$ cat config.mk
export PLATFORM = sky130hd
export DESIGN_NAME = game_select_ctrl_flat
export DESIGN_NICKNAME = d
export VERILOG_FILES = /design/src/rtl/game_select_ctrl_if.sv /design/src/rtl/game_select_ctrl.sv /design/src/flat_wrapper.sv
export SDC_FILE = /design/constraint.sdc
export NUM_CORES = 1
export LEC_CHECK = 0
export BUFFER_PORTS_ARGS = -buffer_cell sky130_fd_sc_hd__buf_4
export CAP_MARGIN = 25
export CORE_ASPECT_RATIO = 1.5
export CORE_UTILIZATION = 25
export DETAILED_ROUTE_END_ITERATION = 16
export PLACE_DENSITY_LB_ADDON = 0.12
export SLEW_MARGIN = 25
export SYNTH_ARGS = -nofsm -noshare
export SYNTH_HDL_FRONTEND = slang
export SYNTH_SLANG_ARGS = --single-unit
$ cat constraint.sdc
create_clock -name clock -period 3.3 [get_ports clock]
set_clock_uncertainty 0.15 [all_clocks]
set_input_delay 0.165 -clock clock [delete_from_list [all_inputs] [get_ports clock]]
set_output_delay 0.165 -clock clock [all_outputs]
set_load 0.05 [all_outputs]
$ cat src/rtl/game_select_ctrl_if.sv
// Handshake between the game select controller and the main_mem ROM loader.
interface game_select_ctrl_if;
  logic [3:0] index;      // ROM slot requested from main_mem
  logic       reload;     // one-cycle load request
  logic       load_done;  // loader status, high = ROM loaded and valid

  modport master (output index, output reload, input  load_done);
  modport slave  (input  index, input  reload, output load_done);
endinterface

$ cat src/rtl/game_select_ctrl.sv
// Select-button sequencer for the ROM loader: debounce, short/long press
// classification, game index, reload pulse and load-done tracking.
//
// state       | meaning
// ------------+-----------------------------------------------------------
// S_BOOT      | initial ROM load after reset, NES held in reset
// S_IDLE      | game running (or last load failed), waiting for a press
// S_PRESSED   | debounced button down, measuring hold length
// S_RELOAD    | reload pulse to main_mem, index already updated
// S_WAIT_LOW  | waiting for loader to drop load_done (request accepted)
// S_WAIT_HIGH | waiting for loader to raise load_done (ROM valid)
module game_select_ctrl #(
  parameter int DEBOUNCE_CYCLES   = 16,
  parameter int LONG_PRESS_CYCLES = 64,
  parameter int NUM_GAMES         = 8,
  parameter int LOAD_TIMEOUT      = 1024
) (
  input  logic                      clock,
  input  logic                      reset_n,
  input  logic                      btn_n,
  game_select_ctrl_if.master        mem,
  output logic                      nes_hold,
  output logic                      busy,
  output logic                      load_error
);

  localparam int DB_W   = $clog2(DEBOUNCE_CYCLES + 1);
  localparam int HOLD_W = $clog2(LONG_PRESS_CYCLES + 1);
  localparam int TMO_W  = $clog2(LOAD_TIMEOUT + 1);

  localparam logic [DB_W-1:0]   DB_LAST   = DB_W'(DEBOUNCE_CYCLES - 1);
  localparam logic [HOLD_W-1:0] HOLD_MAX  = HOLD_W'(LONG_PRESS_CYCLES);
  localparam logic [HOLD_W-1:0] HOLD_LONG = HOLD_W'(LONG_PRESS_CYCLES - 1);
  localparam logic [TMO_W-1:0]  TMO_LAST  = TMO_W'(LOAD_TIMEOUT - 1);
  localparam logic [3:0]        IDX_LAST  = 4'(NUM_GAMES - 1);

  typedef enum logic [2:0] {
    S_BOOT,
    S_IDLE,
    S_PRESSED,
    S_RELOAD,
    S_WAIT_LOW,
    S_WAIT_HIGH
  } state_t;

  logic              sync1_q, sync1_d;
  logic              sync2_q, sync2_d;
  logic              deb_q, deb_d;
  logic [DB_W-1:0]   db_cnt_q, db_cnt_d;
  logic [HOLD_W-1:0] hold_q, hold_d;
  logic [TMO_W-1:0]  tmo_q, tmo_d;
  state_t            state_q, state_d;
  logic [3:0]        index_q, index_d;
  logic              reload_q, reload_d;
  logic              nes_hold_q, nes_hold_d;
  logic              busy_q, busy_d;
  logic              load_error_q, load_error_d;

  logic              deb_flip;
  logic              press_evt;
  logic              release_evt;
  logic              long_press;
  logic              tmo_hit;
  logic              waiting;

  // Synchronizer and debouncer; a flip is reported the cycle it is accepted.
  always_comb begin
    sync1_d  = btn_n;
    sync2_d  = sync1_q;
    deb_d    = deb_q;
    db_cnt_d = '0;
    deb_flip = 1'b0;
    if (sync2_q != deb_q) begin
      if (db_cnt_q == DB_LAST) begin
        deb_d    = sync2_q;
        deb_flip = 1'b1;
      end else begin
        db_cnt_d = db_cnt_q + DB_W'(1);
      end
    end
    press_evt   = deb_flip & ~sync2_q;
    release_evt = deb_flip &  sync2_q;
  end

  // Next-state and registered-output logic for the sequencer.
  always_comb begin
    state_d      = state_q;
    index_d      = index_q;
    reload_d     = 1'b0;
    nes_hold_d   = nes_hold_q;
    load_error_d = load_error_q;
    hold_d       = hold_q;
    // A release on the cycle the hold count would saturate is long.
    long_press   = (hold_q >= HOLD_LONG);
    tmo_hit      = (tmo_q == TMO_LAST);

    case (state_q)
      S_BOOT: begin
        if (mem.load_done) begin
          state_d    = S_IDLE;
          nes_hold_d = 1'b0;
        end else if (tmo_hit) begin
          state_d      = S_IDLE;
          load_error_d = 1'b1;
        end
      end
      S_IDLE: begin
        if (press_evt) begin
          state_d = S_PRESSED;
          hold_d  = '0;
        end
      end
      S_PRESSED: begin
        if (release_evt) begin
          if (!long_press) begin
            index_d = (index_q == IDX_LAST) ? 4'd0 : index_q + 4'd1;
          end
          state_d    = S_RELOAD;
          reload_d   = 1'b1;
          nes_hold_d = 1'b1;
        end else if (hold_q != HOLD_MAX) begin
          hold_d = hold_q + HOLD_W'(1);
        end
      end
      S_RELOAD: begin
        state_d = S_WAIT_LOW;
      end
      S_WAIT_LOW: begin
        if (!mem.load_done) begin
          state_d = S_WAIT_HIGH;
        end else if (tmo_hit) begin
          state_d      = S_IDLE;
          load_error_d = 1'b1;
        end
      end
      S_WAIT_HIGH: begin
        if (mem.load_done) begin
          state_d      = S_IDLE;
          nes_hold_d   = 1'b0;
          load_error_d = 1'b0;
        end else if (tmo_hit) begin
          state_d      = S_IDLE;
          load_error_d = 1'b1;
        end
      end
      default: begin
        state_d = S_IDLE;
      end
    endcase

    busy_d = (state_d != S_IDLE);

    // The load timer only runs while parked in a wait state.
    waiting = (state_q == S_BOOT) || (state_q == S_WAIT_LOW) ||
              (state_q == S_WAIT_HIGH);
    if ((state_d != state_q) || !waiting) begin
      tmo_d = '0;
    end else begin
      tmo_d = tmo_q + TMO_W'(1);
    end
  end

  // State and output registers; reset holds the NES and restarts the boot load.
  always_ff @(posedge clock or negedge reset_n) begin
    if (!reset_n) begin
      sync1_q      <= 1'b1;
      sync2_q      <= 1'b1;
      deb_q        <= 1'b1;
      db_cnt_q     <= '0;
      hold_q       <= '0;
      tmo_q        <= '0;
      state_q      <= S_BOOT;
      index_q      <= 4'd0;
      reload_q     <= 1'b0;
      nes_hold_q   <= 1'b1;
      busy_q       <= 1'b1;
      load_error_q <= 1'b0;
    end else begin
      sync1_q      <= sync1_d;
      sync2_q      <= sync2_d;
      deb_q        <= deb_d;
      db_cnt_q     <= db_cnt_d;
      hold_q       <= hold_d;
      tmo_q        <= tmo_d;
      state_q      <= state_d;
      index_q      <= index_d;
      reload_q     <= reload_d;
      nes_hold_q   <= nes_hold_d;
      busy_q       <= busy_d;
      load_error_q <= load_error_d;
    end
  end

  assign mem.index  = index_q;
  assign mem.reload = reload_q;
  assign nes_hold   = nes_hold_q;
  assign busy       = busy_q;
  assign load_error = load_error_q;

endmodule

$ cat src/flat_wrapper.sv
// flat-port wrapper written by rule: the top's interface ports become plain ports
module game_select_ctrl_flat 
#(
  parameter int DEBOUNCE_CYCLES   = 16,
  parameter int LONG_PRESS_CYCLES = 64,
  parameter int NUM_GAMES         = 8,
  parameter int LOAD_TIMEOUT      = 1024
)
  (clock, reset_n, btn_n, nes_hold, busy, load_error, mem_index, mem_reload, mem_load_done);
  game_select_ctrl_if mem_i ();
  input  logic clock;
  input  logic reset_n;
  input  logic btn_n;
  output logic nes_hold;
  output logic busy;
  output logic load_error;
  output wire logic [$bits(mem_i.index)-1:0] mem_index;
  output wire logic [$bits(mem_i.reload)-1:0] mem_reload;
  input wire logic [$bits(mem_i.load_done)-1:0] mem_load_done;
  assign mem_index = mem_i.index;
  assign mem_reload = mem_i.reload;
  assign mem_i.load_done = mem_load_done;
  game_select_ctrl #(.DEBOUNCE_CYCLES(DEBOUNCE_CYCLES), .LONG_PRESS_CYCLES(LONG_PRESS_CYCLES), .NUM_GAMES(NUM_GAMES), .LOAD_TIMEOUT(LOAD_TIMEOUT)) u_core (.clock(clock), .reset_n(reset_n), .btn_n(btn_n), .mem(mem_i), .nes_hold(nes_hold), .busy(busy), .load_error(load_error));
endmodule
==> summary.md, run 1 <==
| Metric | Value |
|---|---|
| Critical Path AT | `roughly 2.2 ns` |
| Slew Limit Fails | `0` |
| Final net count | `between 200 and 250` |
| Fmax achieved | `469 MHz` |
| Syn-to-layout area delta | `14.7%` |
| Vias in the first global route | `1309` |
| Vias per cell | `4.38` |
| Tightest hold margin | `0.0282 ns` |
| TNS Setup | `0 ns` |
| Skew-Pair Late Insertion Delay | `0.29 ns` |
| P_leak | `0.000945 uW` |
| Min Tclk post-route | `about 2.1 ns` |
| Distinct cells, synth | `45` |
| Antenna Cells | `0` |
| Die Width | `72.6 um` |
| Initial antenna violation count | `0` |
| WP data required | `3.33 ns` |
| Maximum vdd drop | `0.186 mV` |
| Clock buffer count from CTS | `5` |
| GRT Total Usage | `10.8%` |
| Hold Crit Class | `primary input to flip-flop` |
| Post-CTS Setup Repair Bufs | `0` |
| RSZ-0062 raised after global routing | `false` |
| Outcome | `completed` |
| Fin crit share | `between 60% and 70%` |
| Worst slew margin | `66.9%` |
| Final Wtd Congestion | `0.743` |
| Post-DP HPWL | `2.71 mm` |
| Startpoint types | `flip-flop` |
| PD cells | `381 nW/um^2` |
| Routed len/inst | `approximately 13 um` |
| # clock sinks | `37` |
| Fin. Hold Viols | `0` |
| Root buffer cell | `clkbuf_8` |
| Worst slew pin tran | `0.497 ns` |
| Syn Area/Cell | `between 10 and 15 um^2` |
| Die Span Y | `108 um` |
| Post-CTS Hold Fix Bufs | `2` |
| Initial core utilization | `25.9%` |
| Via count | `1318` |
| Post-synthesis async set-or-reset flop share | `between 90% and 100%` |
| CTS tree | `done` |
| Initial DRC count | `40` |
| First-pass GRT wire length | `6.44 mm` |
| Reg2reg setup slack | `1.17 ns` |
| I/O pins | `12` |
| Remaining Overflow, GRT | `0` |
| Most used DFF post-synth | `dfrtp_1` |
| DR DRC count | `0` |
| Mapped cell area | `between 1500 and 2000 um^2` |
| CTS max path bufs | `2` |
| Max-cap violations | `0` |
| Final WL | `slightly below 4 mm` |
| Layout cells sized above 1 | `between 10 and 15%` |
| Drt pass-1 iters | `4` |
| Core Area | `7230 um^2` |
| EDFF count, synth | `0` |
| Syn nets | `about 200` |
| Sequential-to-total area share from yosys stat | `between 40% and 50%` |
| Clock H-tree levels | `2` |
| Synth warn | `0` |
| Final-report setup violation count | `0` |
| Rows | `38` |
| Die area | `7840 um^2` |
| PostCTS Resize Cnt | `0` |
| Port Buf Inserts | `11` |
| Largest net degree at the start of global routing | `38` |
| Clock transition at path regs | `0.08 ns` |
| Fillers | `794` |
| CP Max Fanout | `8` |
| Synthesized flop and latch total | `37` |
| ANT nets after route | `0` |
| Worst Setup Path Type | `flip-flop to flip-flop` |
| Worst Setup End Kind | `flip-flop` |
| Cells after Synth | `187` |
through the flow:
step | setup slack [ns] | instance area (um^2) | total power [uW] | instances | utilization, %
final | 1.17 | 2150 | 818 | 301 | 29.7
after global routing | 1.01 | 2150 | 853 | 301 | 29.7
after CTS | 1.14 | 2150 | 835 | 301 | 29.7
after detailed placement | 1.16 | 2040 | 493 | 291 | 28.2
after global placement | 1.18 | 2040 | 494 | 291 | 28.2
after floorplan | 1.24 | 1870 | 478 | 187 | -
worst max-delay path, stage by stage (launching register included):
cell and delay, ns:
dfrtp_1 0.37, ha_1 0.20, and4b_1 0.38, o2111ai_1 0.30
nor3_1 0.28, mux2_1 0.34
report_power, final:
| group | internal, uW | leakage (uW) | switching [uW] | total, uW |
|---|---|---|---|---|
| clock | 171 | 0.0000455 | 162 | 333 |
| sequential | 459 | 0.000492 | 3.12 | 462 |
| combinational | 8.30 | 0.000408 | 15.3 | 23.6 |
| total | 637 | 0.000945 | 181 | 818 |
placed cells by master (no fill, tap or decap), types with 2 or more instances in the layout:
master / instances
a21oi_1: 8
a31oi_1: 2
and2_1: 2
buf_4: 11
clkbuf_1: 2
clkbuf_8: 6
dfrtp_1: 32
dfstp_2: 5
dlygate4sd3_1: 2
ha_1: 5
inv_1: 8
mux2_1: 2
mux2i_1: 6
nand2_1: 20
nand2b_1: 5
nand3_1: 10
nand4_1: 4
nor2_1: 22
nor2b_1: 3
nor3_1: 2
nor3b_1: 2
nor4b_1: 2
o211ai_1: 3
o21ai_0: 3
o31ai_1: 2
or2_2: 2
xnor2_1: 4
xor2_1: 9
Yosys cell counts, types with 4 or more instances:
library cell | instances | share of area, %
nand3_1 | 10 | 2.7
a21oi_1 | 8 | 2.1
nand2b_1 | 5 | 1.7
dfstp_2 | 5 | 7.0
nand4_1 | 4 | 1.3
xor2_1 | 9 | 4.2
nand2_1 | 20 | 4.0
ha_1 | 5 | 3.3
nor2_1 | 22 | 4.4
inv_1 | 8 | 1.6
dfrtp_1 | 32 | 43
mux2i_1 | 6 | 3.2
xnor2_1 | 4 | 1.9
area by class of cell:
cell class | count | area, um^2 | area share, %
Timing Repair Buffer | 13 | 103 | 4.78
Sequential cell | 37 | 932 | 43.4
Clock buffer | 8 | 90.1 | 4.20
Multi-Input combinational cell | 135 | 866 | 40.3
Tap cell | 100 | 125 | 5.83
Inverter | 8 | 30.0 | 1.40
flip-flops by register name, summed over array words and instances, names as in the netlist, 3 cells and up:
register,count
u_core.hold_q,7
u_core.tmo_q,11
u_core.db_cnt_q,5
u_core.state_q,3
u_core.mem.index,4
final timing paths:
| kind | start | end | depth (start not counted) |
|---|---|---|---|
| max reg2reg | u_core.db_cnt_q[0] | u_core.mem.index[3] | 5 |
| min | mem_load_done | u_core.nes_hold | 4 |
| min reg2reg | u_core.sync1_q | u_core.sync2_q | 0 |
| max | u_core.db_cnt_q[0] | u_core.mem.index[3] | 5 |
| max in group asynchronous | reset_n | u_core.sync1_q | 2 |
| min in group asynchronous | reset_n | u_core.mem.index[2] | 2 |
cell families (layout without fill, tap and decap cells):
group / Yosys count / count (layout) / share of synthesized area (%)
mux: 9 / 9 / 5.02
fa+ha+maj: 5 / 5 / 3.34
simple gates: 83 / 83 / 23.1
compound gates: 25 / 25 / 8.76
xor+xnor: 13 / 13 / 6.09
flops: 37 / 37 / 49.8
buf+inv: 15 / 29 / 3.88
metal layers:
| metal | up-vias | GRT usage [%] | wire [um] |
|---|---|---|---|
| li1 | 671 | - | - |
| met1 | 626 | 12.2 | 1670 |
| met2 | 16 | 19.5 | 2070 |
| met3 | 5 | 2.24 | 91 |
| met4 | 0 | 4.62 | 70 |
| met5 | - | 0 | 0 |
Note: power is estimated with default switching activity, not from simulation.
==> inputs of run 2 (changes only) <==
clock period = 2.05 ns   (was 3.3 ns; I/O delays follow)
==> run 2 against run 1 <==
Against the previous run: non-clock buffer count up 9; power is 55% higher; core utilization up 1.0 points; routed wire length shrank 3.0%; via count rose by 3.3%; setup slack worse by 1.1 ns; die area did not move; fmax increased by 10%; flip-flop and latch count stayed put; design area grew 3.4%; critical endpoint is now u_core.hold_q[5]; combinational power up 65%; hold slack better by 0.13 ns.
==> summary.md, run 2 (synthesized netlist as in run 1, its figures left out) <==
| Metric | Value |
|---|---|
| Outcome | `completed` |
| Die Width | `slightly above 70 um` |
| Int Pwr | `992 uW` |
| Post-DP HPWL | `2.78 mm` |
| First-pass GRT wire length | `6.47 mm` |
| Sw frac | `21.8%` |
| Vias in the first global route | `1370` |
| Critical Path AT | `1.95 ns` |
| Crit path max-delay cell type | `dfrtp_1` |
| # clock sinks | `37` |
| Initial core utilization | `25.9%` |
| ANT nets after route | `0` |
| Layout cells sized above 1 | `about 18%` |
| WP data required | `between 2 and 2.5 ns` |
| Top flop regs | `u_core.tmo_q x11, u_core.hold_q x7, u_core.db_cnt_q x5` |
| Final net count | `218` |
| Final-report setup violation count | `0` |
| Min Tclk post-route | `1.93 ns` |
| Sequential Power Share | `58.6%` |
| Hold Crit Class | `primary input to asynchronous set/reset pin` |
| Clock buffer count from CTS | `5` |
| CP Cell Sequence | `inv_1 > ha_1 > nor4b_1 > a31o_2 > or4_4 > mux2i_1` |
| CP Max Fanout | `6` |
| Antenna Cells | `0` |
| CTS tree | `done` |
| Fin crit share | `94.3%` |
| TNS Setup | `0 ns` |
| Routed len/inst | `12.2 um` |
| Combinational Power Share | `3.1%` |
| RSZ-0062 raised after global routing | `false` |
| Final Wtd Congestion | `0.692` |
| DR DRC count | `0` |
| Core Area | `7230 um^2` |
| Tightest hold margin | `0.161 ns` |
| Die Span Y | `108 um` |
| Rows | `38` |
| Max-cap violations | `0` |
| Maximum vdd drop | `between 0.15 and 0.2 mV` |
| Biggest register | `u_core.tmo_q` |
| Critical Path Max Stage Delay | `0.42 ns` |
| Tot Pwr | `1270 uW` |
| CTS max path bufs | `2` |
| Remaining Overflow, GRT | `0` |
| Clock H-tree levels | `2` |
| P_leak | `0.000984 uW` |
| Fillers | `774` |
| Clock transition at path regs | `0.07 ns` |
| Worst slew margin | `68.4%` |
| Startpoint types | `flip-flop` |
| Worst Setup Path Type | `flip-flop to flip-flop` |
| Slew Limit Fails | `0` |
| Worst Setup End Kind | `flip-flop` |
| Final WL | `3.79 mm` |
| Vias per cell | `4.39` |
| Via count | `1361` |
| Multi-input logic area | `877 um^2` |
| Drt pass-1 iters | `4` |
| PD cells | `572 nW/um^2` |
| Root buffer cell | `clkbuf_8` |
| Commonest non-fill, non-tap cell in the layout | `dfrtp_1` |
| Commonest cells after routing, fill and taps aside | `dfrtp_1 (32), nor2_1 (22), nand2_1 (20)` |
| GRT Total Usage | `between 10% and 20%` |
| Finished Core Util | `30.7%` |
| Largest net degree at the start of global routing | `38` |
| I/O pins | `12` |
| Syn-to-layout area delta | `18.6%` |
| Fin. Hold Viols | `0` |
| Die area | `7840 um^2` |
| Part of the power in the clock network | `38.3%` |
| Initial DRC count | `42` |
| Worst slew pin tran | `0.475 ns` |
| Initial antenna violation count | `0` |
| Skew-Pair Late Insertion Delay | `0.29 ns` |
| P_sw | `276 uW` |
| Port Buf Inserts | `11` |
| Fmax achieved | `517 MHz` |
| Largest register FFs | `11` |
| FF+latch area | `932 um^2` |
-- run 2: stage by stage --
stage,std cells,cell area [um^2],worst slack (ns)
global placement,299,2100,0.0560
global route,310,2220,0.0102
finish,310,2220,0.116
floorplan,187,1870,0.0233
detailed placement,299,2100,0.105
CTS,310,2210,0.0964
-- run 2: power groups by stage --
stage | Clock, uW | Combinational (uW) | Sequential, uW
finish | 486 | 38.9 | 743
floorplan | 0 | 13.3 | 756
detailed placement | 0 | 36.7 | 757
CTS | 521 | 41.6 | 743
global placement | 0 | 37.8 | 757
global route | 549 | 47.3 | 744
-- run 2: layer usage --
layer / GRT usage (%) / wire [um]
met1: 11.8 / 1580
met2: 19.9 / 2050
met3: 2.24 / 91
met4: 4.06 / 68
met5: 0 / 0
-- run 2: final cells by class --
type	instances	area share (%)
Clock inverter	1	0.226
Clock buffer	7	3.44
Timing Repair Buffer	22	7.78
Inverter	8	1.35
Multi-Input combinational cell	135	39.5
Sequential cell	37	42.0
Tap cell	100	5.64
-- run 2: what timing repair did --
item,CTS,global route
buffers inserted,0,0
hold buffers,3,0
endpoints found under the hold margin,36,0
setup endpoints to repair,0,2
gates resized for setup,0,1
-- run 2: worst max-delay path, delay by kind of cell (launching register included) --
kind / cells / cell delay [ns]
DFF: 1 / 0.42
muxes: 1 / 0.13
and+or+nand+nor: 2 / 0.57
AOI/OAI and AO/OA: 1 / 0.30
adders and majority gates: 1 / 0.19
buffers and inverters: 1 / 0.06
-- run 2: path summary, 6_finish.rpt --
check	startpoint	cells after the start	slack [ns]	end
worst min-delay path	reset_n	2	0.16	u_core.mem.index[2]
min in group clock	u_core.sync1_q	0	0.21	u_core.sync2_q
worst max register to register	u_core.hold_q[0]	6	0.12	u_core.hold_q[5]
worst min register to register	u_core.sync1_q	0	0.21	u_core.sync2_q
worst max-delay path	u_core.hold_q[0]	6	0.12	u_core.hold_q[5]
max in group asynchronous	reset_n	2	1.21	u_core.sync1_q
